## config.mk

```make
export PLATFORM = sky130hd
export DESIGN_NAME = complex_nr_mult_pipe
export DESIGN_NICKNAME = d
export VERILOG_FILES = /design/src/rtl/complex_nr_mult_pipe.sv
export SDC_FILE = /design/constraint.sdc
export NUM_CORES = 1
export LEC_CHECK = 0
export ABC_AREA = 1
export BUFFER_PORTS_ARGS = -buffer_cell sky130_fd_sc_hd__buf_2
export CAP_MARGIN = 5
export CORE_ASPECT_RATIO = 1.5
export CORE_MARGIN = 2
export CORE_UTILIZATION = 60
export DETAILED_ROUTE_END_ITERATION = 6
export GPL_TIMING_DRIVEN = 0
export PLACE_DENSITY = 0.74
export SYNTH_ARGS = -nofsm -noshare
export SYNTH_HDL_FRONTEND = slang
export SYNTH_SLANG_ARGS = --single-unit
```

## constraint.sdc

```tcl
create_clock -name clk_i -period 5.4 [get_ports clk_i]
set_input_delay 0.27 -clock clk_i [delete_from_list [all_inputs] [get_ports clk_i]]
set_output_delay 0.27 -clock clk_i [all_outputs]
set_load 0.05 [all_outputs]
```

## src/rtl/complex_nr_mult_pipe.sv

```systemverilog
// Pipelined complex multiplier (op1*op2 or op1*conj(op2)) with a credit-managed
// result FIFO: the credit counter covers in-flight stages plus buffered results.
module complex_nr_mult_pipe #(
  parameter  int DATA_W     = 8,
  parameter  int FIFO_DEPTH = 4,
  localparam int RES_W      = 2*DATA_W+1
) (
  input  logic              clk_i,
  input  logic              rstn_i,
  input  logic              sw_rst_i,
  input  logic              op_val_i,
  output logic              op_rdy_o,
  input  logic [DATA_W-1:0] op_1_re_i,
  input  logic [DATA_W-1:0] op_1_im_i,
  input  logic [DATA_W-1:0] op_2_re_i,
  input  logic [DATA_W-1:0] op_2_im_i,
  input  logic              conj_i,
  output logic              res_val_o,
  input  logic              res_rdy_i,
  output logic [RES_W-1:0]  res_re_o,
  output logic [RES_W-1:0]  res_im_o
);
  localparam int PW = 2*DATA_W;
  localparam int AW = $clog2(FIFO_DEPTH);
  localparam int CW = $clog2(FIFO_DEPTH+1);

  typedef struct packed {
    logic signed [DATA_W-1:0] a, b, c, d;
    logic                     conj;
  } op_t;

  typedef struct packed {
    logic signed [PW-1:0] ac, bd, ad, bc;
    logic                 conj;
  } prod_t;

  typedef struct packed {
    logic signed [RES_W-1:0] re, im;
  } res_t;

  op_t   op_q, op_d;
  prod_t prod_q, prod_d;
  res_t  res_q, res_d, head;
  res_t  mem_q [FIFO_DEPTH];

  logic [2:0]    vld_pipe_q, vld_pipe_d;
  logic [AW-1:0] wr_ptr_q, wr_ptr_d, rd_ptr_q, rd_ptr_d;
  logic [CW-1:0] fill_q, fill_d, cnt_q, cnt_d;
  logic          op_fire, res_fire, push;

  logic signed [PW-1:0]    a_x, b_x, c_x, d_x;
  logic signed [RES_W-1:0] ac_x, bd_x, ad_x, bc_x;

  assign op_rdy_o  = cnt_q < CW'(FIFO_DEPTH);
  assign res_val_o = fill_q != '0;
  assign op_fire   = op_val_i & op_rdy_o;
  assign res_fire  = res_val_o & res_rdy_i;
  assign push      = vld_pipe_q[2];

  // Widen operands before multiplying so the full signed product is kept.
  assign a_x = {{DATA_W{op_q.a[DATA_W-1]}}, op_q.a};
  assign b_x = {{DATA_W{op_q.b[DATA_W-1]}}, op_q.b};
  assign c_x = {{DATA_W{op_q.c[DATA_W-1]}}, op_q.c};
  assign d_x = {{DATA_W{op_q.d[DATA_W-1]}}, op_q.d};

  assign ac_x = {prod_q.ac[PW-1], prod_q.ac};
  assign bd_x = {prod_q.bd[PW-1], prod_q.bd};
  assign ad_x = {prod_q.ad[PW-1], prod_q.ad};
  assign bc_x = {prod_q.bc[PW-1], prod_q.bc};

  assign head     = mem_q[rd_ptr_q];
  assign res_re_o = res_val_o ? head.re : '0;
  assign res_im_o = res_val_o ? head.im : '0;

  always_comb begin
    op_d.a    = op_1_re_i;
    op_d.b    = op_1_im_i;
    op_d.c    = op_2_re_i;
    op_d.d    = op_2_im_i;
    op_d.conj = conj_i;

    prod_d.ac   = a_x * c_x;
    prod_d.bd   = b_x * d_x;
    prod_d.ad   = a_x * d_x;
    prod_d.bc   = b_x * c_x;
    prod_d.conj = op_q.conj;

    res_d.re = prod_q.conj ? ac_x + bd_x : ac_x - bd_x;
    res_d.im = prod_q.conj ? bc_x - ad_x : ad_x + bc_x;

    vld_pipe_d = {vld_pipe_q[1:0], op_fire};
    wr_ptr_d   = wr_ptr_q + AW'(push);
    rd_ptr_d   = rd_ptr_q + AW'(res_fire);

    cnt_d = cnt_q;
    if (op_fire && !res_fire)      cnt_d = cnt_q + CW'(1);
    else if (!op_fire && res_fire) cnt_d = cnt_q - CW'(1);

    fill_d = fill_q;
    if (push && !res_fire)      fill_d = fill_q + CW'(1);
    else if (!push && res_fire) fill_d = fill_q - CW'(1);

    // Soft reset wins over any transfer happening on the same edge.
    if (sw_rst_i) begin
      op_d       = '0;
      prod_d     = '0;
      res_d      = '0;
      vld_pipe_d = '0;
      wr_ptr_d   = '0;
      rd_ptr_d   = '0;
      cnt_d      = '0;
      fill_d     = '0;
    end
  end

  always_ff @(posedge clk_i or negedge rstn_i) begin
    if (!rstn_i) begin
      op_q       <= '0;
      prod_q     <= '0;
      res_q      <= '0;
      vld_pipe_q <= '0;
      wr_ptr_q   <= '0;
      rd_ptr_q   <= '0;
      cnt_q      <= '0;
      fill_q     <= '0;
    end else begin
      op_q       <= op_d;
      prod_q     <= prod_d;
      res_q      <= res_d;
      vld_pipe_q <= vld_pipe_d;
      wr_ptr_q   <= wr_ptr_d;
      rd_ptr_q   <= rd_ptr_d;
      cnt_q      <= cnt_d;
      fill_q     <= fill_d;
    end
  end

  // Storage needs no reset: visibility is governed by fill_q alone.
  always_ff @(posedge clk_i) begin
    if (push) mem_q[wr_ptr_q] <= res_q;
  end

endmodule

```

=== Word-level counts from Yosys, hierarchy flattened ===
Memories as Yosys holds them, arrays and structs flattened.
Cells that the tools add are included.

* Output and inout port bits: 36
* ROM bits: 0
* Memory bits (writable): 136
* Bits of input ports: 38
* Word-level logic and storage cells: 63
* Latch bits: 0
* Memories kept: 1
* Flip-flop bits (word level): 145

{| class="wikitable"
|+ Memories
! memory !! depth !! width !! rd ports !! clocked after memory_dff !! write ports !! RTL line !! text
|-
| mem_q || 4 || 34 || 1 || 0 || 1 || 44 || <nowiki>res_t mem_q [FIFO_DEPTH];</nowiki>
|}

* $lt $le $gt $ge: 1
* Muxes and demuxes: 18
* Equality and inequality tests: 0
* Multipliers: 4
* $add $sub $neg: 10
* Div/mod/pow operators: 0
* Shifts and indexed selects: 0
* Bitwise logic cells: 2
* Reduce and logical (&&, ||, !) cells: 10

{| class="wikitable"
|+ Operator list
! kind !! count
|-
| two-way mux 17 bit || 4
|-
| two-way mux 65 bit || 1
|-
| multiplier 8 x 8 -> 16 bit || 4
|-
| adder 16 x 16 -> 17 bit || 2
|-
| two-way mux 34 bit || 1
|-
| subtractor 16 x 16 -> 17 bit || 2
|-
| two-way mux 33 bit || 1
|-
| two-way mux 3 bit || 7
|-
| nonzero test 3 bit || 3
|-
| adder 3 x 1 -> 3 bit, second input constant || 2
|-
| subtractor 3 x 1 -> 3 bit, second input constant || 2
|-
| adder 2 x 1 -> 2 bit || 2
|-
| logical AND 1 bit || 4
|-
| two-way mux 2 bit || 2
|-
| zero test 1 bit || 3
|-
| < comparator 3 bit, second input constant || 1
|-
| AND 1 bit || 2
|-
| two-way mux 1 bit || 2
|}

=== Depth between registers and ports, before layout ===
Gate-level depths: netlist of the first run.

* Depth after elaboration: 7
* Gate-level depth with buffers: 23

=== Least setup slack after synthesis of the first run ===
No wires, ideal clock.

* Path kind: reg-to-reg
* Start point: register op_q, in the netlist c_x[4]
* End point: register prod_q, in the netlist bc_x[15]
* Library setup time: 0.119 ns
* Setup slack: 1.239 ns
* Clock period less this slack: 4.161 ns
* Arrival: 4.042 ns
* Cell stages (with the launch flop): 19
* Path buffers: 2
* Cells stage by stage: dfrtp_1 -> clkbuf_1 -> clkbuf_1 -> nand2_1 -> fa_1 -> inv_1 -> fa_1 -> inv_1 -> fa_1 -> inv_1 -> fa_1 -> ha_1 -> a21oi_1 -> a21boi_0 -> nand2_1 -> nor2_1 -> nand3_1 -> nand2_1 -> nor2_1

{| class="wikitable"
|+ RTL lines
! element !! RTL line !! text
|-
| start, declared || 41 || <nowiki>op_t op_q, op_d;</nowiki>
|-
| start signal, assigned || 127 || <nowiki>op_q <= op_d;</nowiki>
|-
| end signal, assigned || 128 || <nowiki>prod_q <= prod_d;</nowiki>
|-
| end, declared || 42 || <nowiki>prod_t prod_q, prod_d;</nowiki>
|}

==> metrics.txt, run 1 <==
result of the run=complete, no violations; Final Instance Count excl. Fillers=3403; post-synth design cell area=0.0230 mm^2; beginning of the worst hold path=res_rdy_i; top cells by area, synth=fa_1, edfxtp_1, dfrtp_1; net switching fraction of the power=roughly 44%; starting density of the core=61.0%; minimum hold slack=~0.13 ns; clock-pin transition on the worst setup and hold timing paths=0.08 ns; maximum resistive drop on vdd=0.343 mV; GRT overflow=0; Total GRT Usage=roughly 30%; number of fill cells=roughly 3100; reported net switching power=3.69 mW; hpwl dp=about 46000 um; Multi-input gate area=roughly 0.012 mm^2; width of the die=164 um; clock network fraction of design power=around 22%; Power Density=roughly 330 mW/mm^2; data arrival at the endpoint of the critical path=between 5 and 6 ns; routability congestion estimate from global placement=a little under 1; remaining max-slew budget at the tightest pin=a little over two fifths; Setup WS pre-CTS=a little under 0.1 ns; most used cells in the layout excluding fill and tap cells=inv_1, nand2_1, nor2_1, fa_1, ha_1; internal power component=4.75 mW; largest clock skew in the final design=a little under 0.03 ns; number of buffers created by CTS=26; leakage dissipation=around 14 nW; Post-route DRC=0; Post-synth EDFFs=136; count of final max-slew check failures=0; Slowest cell on crit path=clkbuf_1; most frequent standard cell in the layout excluding fill and tap cells=inv_1; Gate Count Post-Synth=approximately 2700; Worst Slack Setup Final=around 0.13 ns; reg2reg end=bc_x[15]; Min-Delay Path Depth=5; proportion of register bits with asynchronous set or reset after synthesis=approximately half; average cell area after synthesis=around 8.4 um^2; DRT Wirelength=between 50000 and 60000 um; share of total power in combinational logic=a little under half; Crit. End Element=flop; maximum clock rate=between 150 and 200 MHz; most frequent cell on the critical path=fa_1; power share of the sequential group=about a third; source-to-sink clock delay at the later pin of the worst-skew pair=about 0.56 ns; slew of the pin with the lowest slew margin=0.860 ns; routed wirelength normalized by instance count=roughly 17 um; count of nets left with antenna violations after detail routing=0; drt first pass iters=5; CTS root buffer=clkbuf_16; per-cell via count in the routed design=about 5.3; number of buffers inserted to repair setup after CTS=0; net count after synthesis=about 3200; vertical extent of the die=roughly 240 um; antenna violations before repair=0; register area=a little under 0.008 mm^2; count of H-tree levels built during CTS=1; area added between synthesis and finish=10.4%; Net count, final=roughly 3300; First DRT Iteration DRCs=roughly 1100; Max Cap Viol=0; register bit total from synthesis=approximately 280; share of cells above drive strength 1=7.07%; most frequently used flop master after synthesis=dfrtp_1; global-route wire length before repair=slightly above 90000 um; count of unique library cells instantiated by Yosys=between 40 and 50; data required time of the critical path=between 5 and 6 ns; total I/O pin count=74; buffer levels on the longest clock path=3; sequential element share of the synthesized area=around 33%; number of antenna repair diodes=0; period utilization=97.6%; area of the die=roughly 0.040 mm^2; final critical-path required period=approximately 5.3 ns; biggest cell delay along the critical path=between 0.5 and 0.6 ns; startpoint of the most critical register-to-register path=b_x[3]; length in cells of the worst reg-to-reg path=17; Reg2Reg Setup Slack=0.13 ns; worst path cell trace=clkbuf_1 > clkbuf_1 > nor2_1 > fa_1 > fa_1 > fa_1 > inv_1 > fa_1 > inv_1 > ha_1 > a21oi_1 > o21ai_0 > nand2_1 > nand2_1 > nor2_1 > a21oi_1 > nor2_1; area share of the leading cell type in the synthesized netlist=between 15 and 20%; Yosys warnings=0; CTS tree=yes; largest driver fanout on the critical path=10; Num Clock Sinks=roughly 280; Critical Path Start Type=flop; Worst Setup Path Type=reg -> reg; Rows=87; library cell with the largest summed area after synthesis=fa_1; Hold Path End=fill_q[2]; unrepaired setup endpoints after global routing=true; number of port buffers=72; routed vias=17900; Hold/Removal Path Class=in -> reg; number of buffers and inverters on the critical path=4; CP delay by family, top=adder cells; final-report hold violation count=0; placeable core region=roughly 0.038 mm^2; final number of setup-violating endpoints=0; pin count of the biggest net entering global routing=97; DP Cell Count=3320; vias in the first global route=around 19000
registers in the layout (all words and copies together) (netlist names), 8 cells and up:
register  flops
res_q        34
mem_q       136
c_x           8
ad_x         16
d_x           8
a_x           8
b_x           8
bc_x         16
bd_x         16
ac_x         16
worst min-delay path, delay by kind of cell:
| kind | cells | cell delay [ns] |
|---|---|---|
| AND/OR/NAND/NOR | 2 | 0.15 |
| AO/OA/AOI/OAI | 2 | 0.14 |
| buffers and inverters | 1 | 0.08 |
cell families after synthesis:
logic type      Yosys count  synth area share, %
buf+inv                 765                 12.6
compound gates          314                 7.28
flops                   281                 33.5
simple gates            949                 16.6
fa+ha+maj               376                 27.7
xor+xnor                 60                 2.28
cells in the mapped netlist, types with 4 or more instances:
cell,number
nand2_2,9
nor2_1,361
o21ai_0,119
a21oi_1,140
nand3b_1,4
nand3_1,67
nand2_1,461
edfxtp_1,136
fa_1,224
nor2_2,9
xnor2_1,28
ha_1,152
o21ai_1,18
xor2_1,32
nand3_2,5
buf_4,4
buf_1,7
clkbuf_1,73
o21bai_1,6
inv_1,660
dfrtp_1,145
nand4_1,7
a31oi_1,5
inv_2,4
buf_2,14
nor3_1,14
a21oi_2,5
o21a_1,4
routing by layer:
metal / vias to the layer above / part of all wire (%) / global-route usage (%)
met2: 535 / 53 / 55.6
li1: 8576 / - / -
met4: 0 / 7.9 / 19.7
met1: 8627 / 35 / 31.1
met5: - / 0 / 0
met3: 189 / 4.0 / 2.68
power by group through the flow:
stage / clock, mW / sequential [mW] / combinational, mW
finish: 1.88 / 2.73 / 3.83
global route: 1.99 / 2.75 / 4.28
CTS: 1.91 / 2.72 / 3.82
detailed placement: 0 / 2.77 / 3.77
global placement: 0 / 2.75 / 3.70
floorplan: 0 / 2.70 / 2.82
how the worst max path moves through the flow:
stage | cells after the start | start | end
global route | 18 | c_x[3] | bc_x[15]
floorplan | 18 | c_x[4] | bc_x[15]
global placement | 18 | b_x[6] | bc_x[15]
CTS | 18 | b_x[6] | bc_x[15]
detailed placement | 18 | b_x[6] | bc_x[15]
finish | 17 | b_x[3] | bc_x[15]
timing repair:
item / 4_1_cts / 5_1_grt
hold buffers: 35 / 0
endpoints found under the hold margin: 83 / 0
resized for setup: 0 / 14
setup endpoints to repair: 0 / 7
metrics by stage:
stage | total power [mW] | cell area (um^2) | util [%] | TNS [ns]
floorplan | 5.52 | 23000 | - | 0
global placement | 6.45 | 24000 | 63.6 | 0
detailed placement | 6.54 | 24200 | 64.1 | 0
CTS | 8.44 | 25400 | 67.4 | 0
global route | 9.02 | 25500 | 67.4 | -0.110
finish | 8.43 | 25500 | 67.4 | 0
area by class of cell:
type	count	share of cell area, %
clock inverters	15	0.570
plain buffers	100	1.65
flip-flops and latches	281	30.3
multi-input cells	1699	48.9
inverters	665	9.81
well taps	489	2.40
clock buffers	33	2.87
repair buffers	121	3.50
Power figures use the tool's default switching activity.
==> inputs of run 2 (changes only) <==
clock period = 6.2 ns   (was 5.4 ns; I/O delays follow)
==> run 2 against run 1 <==
Against the previous run: worst hold slack better by 0.039 ns; sequential cell count stayed put; largest cell class unchanged; register-to-register slack better by 0.72 ns; critical path type unchanged.
==> metrics.txt, run 2 (synthesized netlist as in run 1, its figures left out) <==
most frequent standard cell in the layout excluding fill and tap cells=inv_1 (unchanged); Post-route DRC=0 (unchanged); worst path cell trace=clkbuf_1 > clkbuf_1 > nand2_1 > fa_1 > fa_1 > inv_1 > fa_1 > inv_1 > fa_1 > inv_1 > ha_1 > a21oi_1 > o21ai_0 > nand2_1 > nand2_1 > nor2_1 > a21oi_1 > nor2_1 (was clkbuf_1 > clkbuf_1 > nor2_1 > fa_1 > fa_1 > fa_1 > inv_1 > fa_1 > inv_1 > ha_1 > a21oi_1 > o21ai_0 > nand2_1 > nand2_1 > nor2_1 > a21oi_1 > nor2_1); vias in the first global route=18800 (unchanged); final critical-path required period=5.35 ns (was 5.27 ns); most frequent cell on the critical path=fa_1 (unchanged); buffer levels on the longest clock path=3 (unchanged); number of buffers created by CTS=26 (unchanged); final standard cell area without fillers=0.0254 mm^2 (was 0.0255 mm^2); unrepaired setup endpoints after global routing=false (was true); number of antenna repair diodes=0 (unchanged); GRT overflow=0 (unchanged); width of the die=164 um (unchanged); reported net switching power=3.21 mW (was 3.69 mW); max reg flops=136 (unchanged); area of the die=0.0400 mm^2 (unchanged); Power Density=288 mW/mm^2 (was 331 mW/mm^2); placeable core region=0.0378 mm^2 (unchanged); register with the highest flop count=mem_q (unchanged); share of cells above drive strength 1=6.83% (was 7.07%); Rows=87 (unchanged); Hold Path End=fill_q[2] (unchanged); largest clock skew in the final design=0.0283 ns (was 0.0293 ns); length in cells of the worst reg-to-reg path=18 (was 17); most used cells in the layout excluding fill and tap cells=inv_1, nand2_1, nor2_1, fa_1, ha_1 (unchanged); Finished Core Util=67.4% (about the same); Num Clock Sinks=281 (unchanged); area added between synthesis and finish=10.4% (about the same); Slowest cell on crit path=fa_1 (was clkbuf_1); routed vias=17900 (about the same); Crit. End Element=flop (unchanged); final number of setup-violating endpoints=0 (unchanged); source-to-sink clock delay at the later pin of the worst-skew pair=0.56 ns (about the same); startpoint of the most critical register-to-register path=b_x[6] (was b_x[3]); Min-Delay Path Depth=5 (unchanged); Total GRT Usage=29.7% (unchanged); routed wirelength normalized by instance count=16.7 um (was 16.8 um); CTS root buffer=clkbuf_16 (unchanged); First DRT Iteration DRCs=1028 (was 1089); final-report hold violation count=0 (unchanged); Reg2Reg Setup Slack=0.85 ns (was 0.13 ns); register area=0.00771 mm^2 (unchanged); DRT Wirelength=56900 um (was 57100 um); reg2reg end=bc_x[15] (unchanged); Max Cap Viol=0 (unchanged); largest registers ranked by flip-flop count=mem_q: 136 flops, res_q: 34 flops (unchanged); data arrival at the endpoint of the critical path=5.73 ns (was 5.66 ns); number of buffers and inverters on the critical path=5 (was 4); Hold/Removal Path Class=in -> reg (unchanged); maximum clock rate=187 MHz (was 190 MHz); clock network fraction of design power=22.3% (about the same); DP Cell Count=3320 (unchanged); routability congestion estimate from global placement=0.994 (unchanged); antenna violations before repair=0 (unchanged); largest driver fanout on the critical path=10 (unchanged); area post-placement=0.0242 mm^2 (unchanged); total negative slack=0 ns (unchanged); global-route wire length before repair=92100 um (unchanged); Net count, final=3308 (unchanged); number of port buffers=72 (unchanged); result of the run=complete, no violations (unchanged); drt first pass iters=5 (unchanged); clock-pin transition on the worst setup and hold timing paths=0.08 ns (about the same); Multi-input gate area=0.0124 mm^2 (unchanged); power share of the sequential group=32.3% (about the same); CP delay by family, top=adder cells (unchanged); beginning of the worst hold path=res_rdy_i (unchanged); per-cell via count in the routed design=5.25 (was 5.27); net switching fraction of the power=43.7% (about the same); data required time of the critical path=6.58 ns (was 5.78 ns); pin count of the biggest net entering global routing=97 (unchanged); Final Instance Count excl. Fillers=3403 (unchanged); leakage dissipation=13.6 nW (was 13.7 nW); maximum resistive drop on vdd=0.298 mV (was 0.343 mV); starting density of the core=61.0% (unchanged); internal power component=4.13 mW (was 4.75 mW); count of final max-slew check failures=0 (unchanged); biggest cell delay along the critical path=0.55 ns (was 0.56 ns); CTS tree=yes (unchanged); Worst Setup Path Type=reg -> reg (unchanged); count of H-tree levels built during CTS=1 (unchanged); Worst Slack Setup Final=0.849 ns (was 0.130 ns); count of nets left with antenna violations after detail routing=0 (unchanged); Critical Path Start Type=flop (unchanged); remaining max-slew budget at the tightest pin=43.3% (was 42.6%); hpwl dp=46000 um (unchanged); total I/O pin count=74 (unchanged); share of total power in combinational logic=45.4% (about the same); slew of the pin with the lowest slew margin=0.851 ns (was 0.860 ns); Setup WS pre-CTS=0.898 ns (was 0.0978 ns); number of fill cells=3103 (was 3101); vertical extent of the die=244 um (unchanged); period utilization=86.3% (was 97.6%)
## run 2: what timing repair did
| action | 4_1_cts | 5_1_grt |
|---|---|---|
| setup buffers | 0 | 0 |
| endpoints found under the hold margin | 83 | 0 |
| gates resized for setup | 0 | 0 |
| hold buffers | 35 | 0 |
## run 2: metrics by stage
stage          hold WS, ns  total power [mW]
3_5_place_dp         0.307              5.69
6_report             0.166              7.34
2_1_floorplan       0.0144              4.81
3_3_place_gp         0.441              5.62
4_1_cts              0.147              7.36
5_1_grt              0.208              7.86
## run 2: area by class of cell
class | count | area share (%)
Buffer | 100 | 1.61
Clock buffer | 33 | 2.87
Clock inverter | 15 | 0.570
Inverter | 665 | 9.81
Multi-Input combinational cell | 1699 | 48.9
Sequential cell | 281 | 30.3
Tap cell | 489 | 2.40
Timing Repair Buffer | 121 | 3.50
## run 2: worst max path at each step
| stage | startpoint | end | slack (ns) | depth (start not counted) |
|---|---|---|---|---|
| final | b_x[6] | bc_x[15] | 0.85 | 18 |
| after floorplan | c_x[4] | bc_x[15] | 2.04 | 18 |
| after global placement | b_x[6] | bc_x[15] | 0.89 | 18 |
| after detailed placement | b_x[6] | bc_x[15] | 0.90 | 18 |
| after global routing | c_x[4] | bc_x[15] | 0.63 | 17 |
| after CTS | b_x[6] | bc_x[15] | 0.85 | 18 |
## run 2: power by group through the flow
stage,logic [mW],registers [mW],clock network (mW)
2_1_floorplan,2.46,2.35,0
5_1_grt,3.73,2.39,1.73
3_3_place_gp,3.22,2.40,0
6_report,3.33,2.37,1.63
3_5_place_dp,3.29,2.41,0
4_1_cts,3.32,2.37,1.66
## run 2: worst min-delay path: stages
cell and delay [ns]:
buf_2 0.08, nand2_2 0.07, nor2_1 0.08, o21ai_0 0.08
o21ai_0 0.06
## run 2: routing by layer
metal	track usage (%)	vias to the layer above	share of wire (%)
li1	-	8577	-
met1	31.1	8575	35
met2	55.6	528	53
met3	2.68	195	3.8
met4	19.7	0	7.9
met5	0	-	0
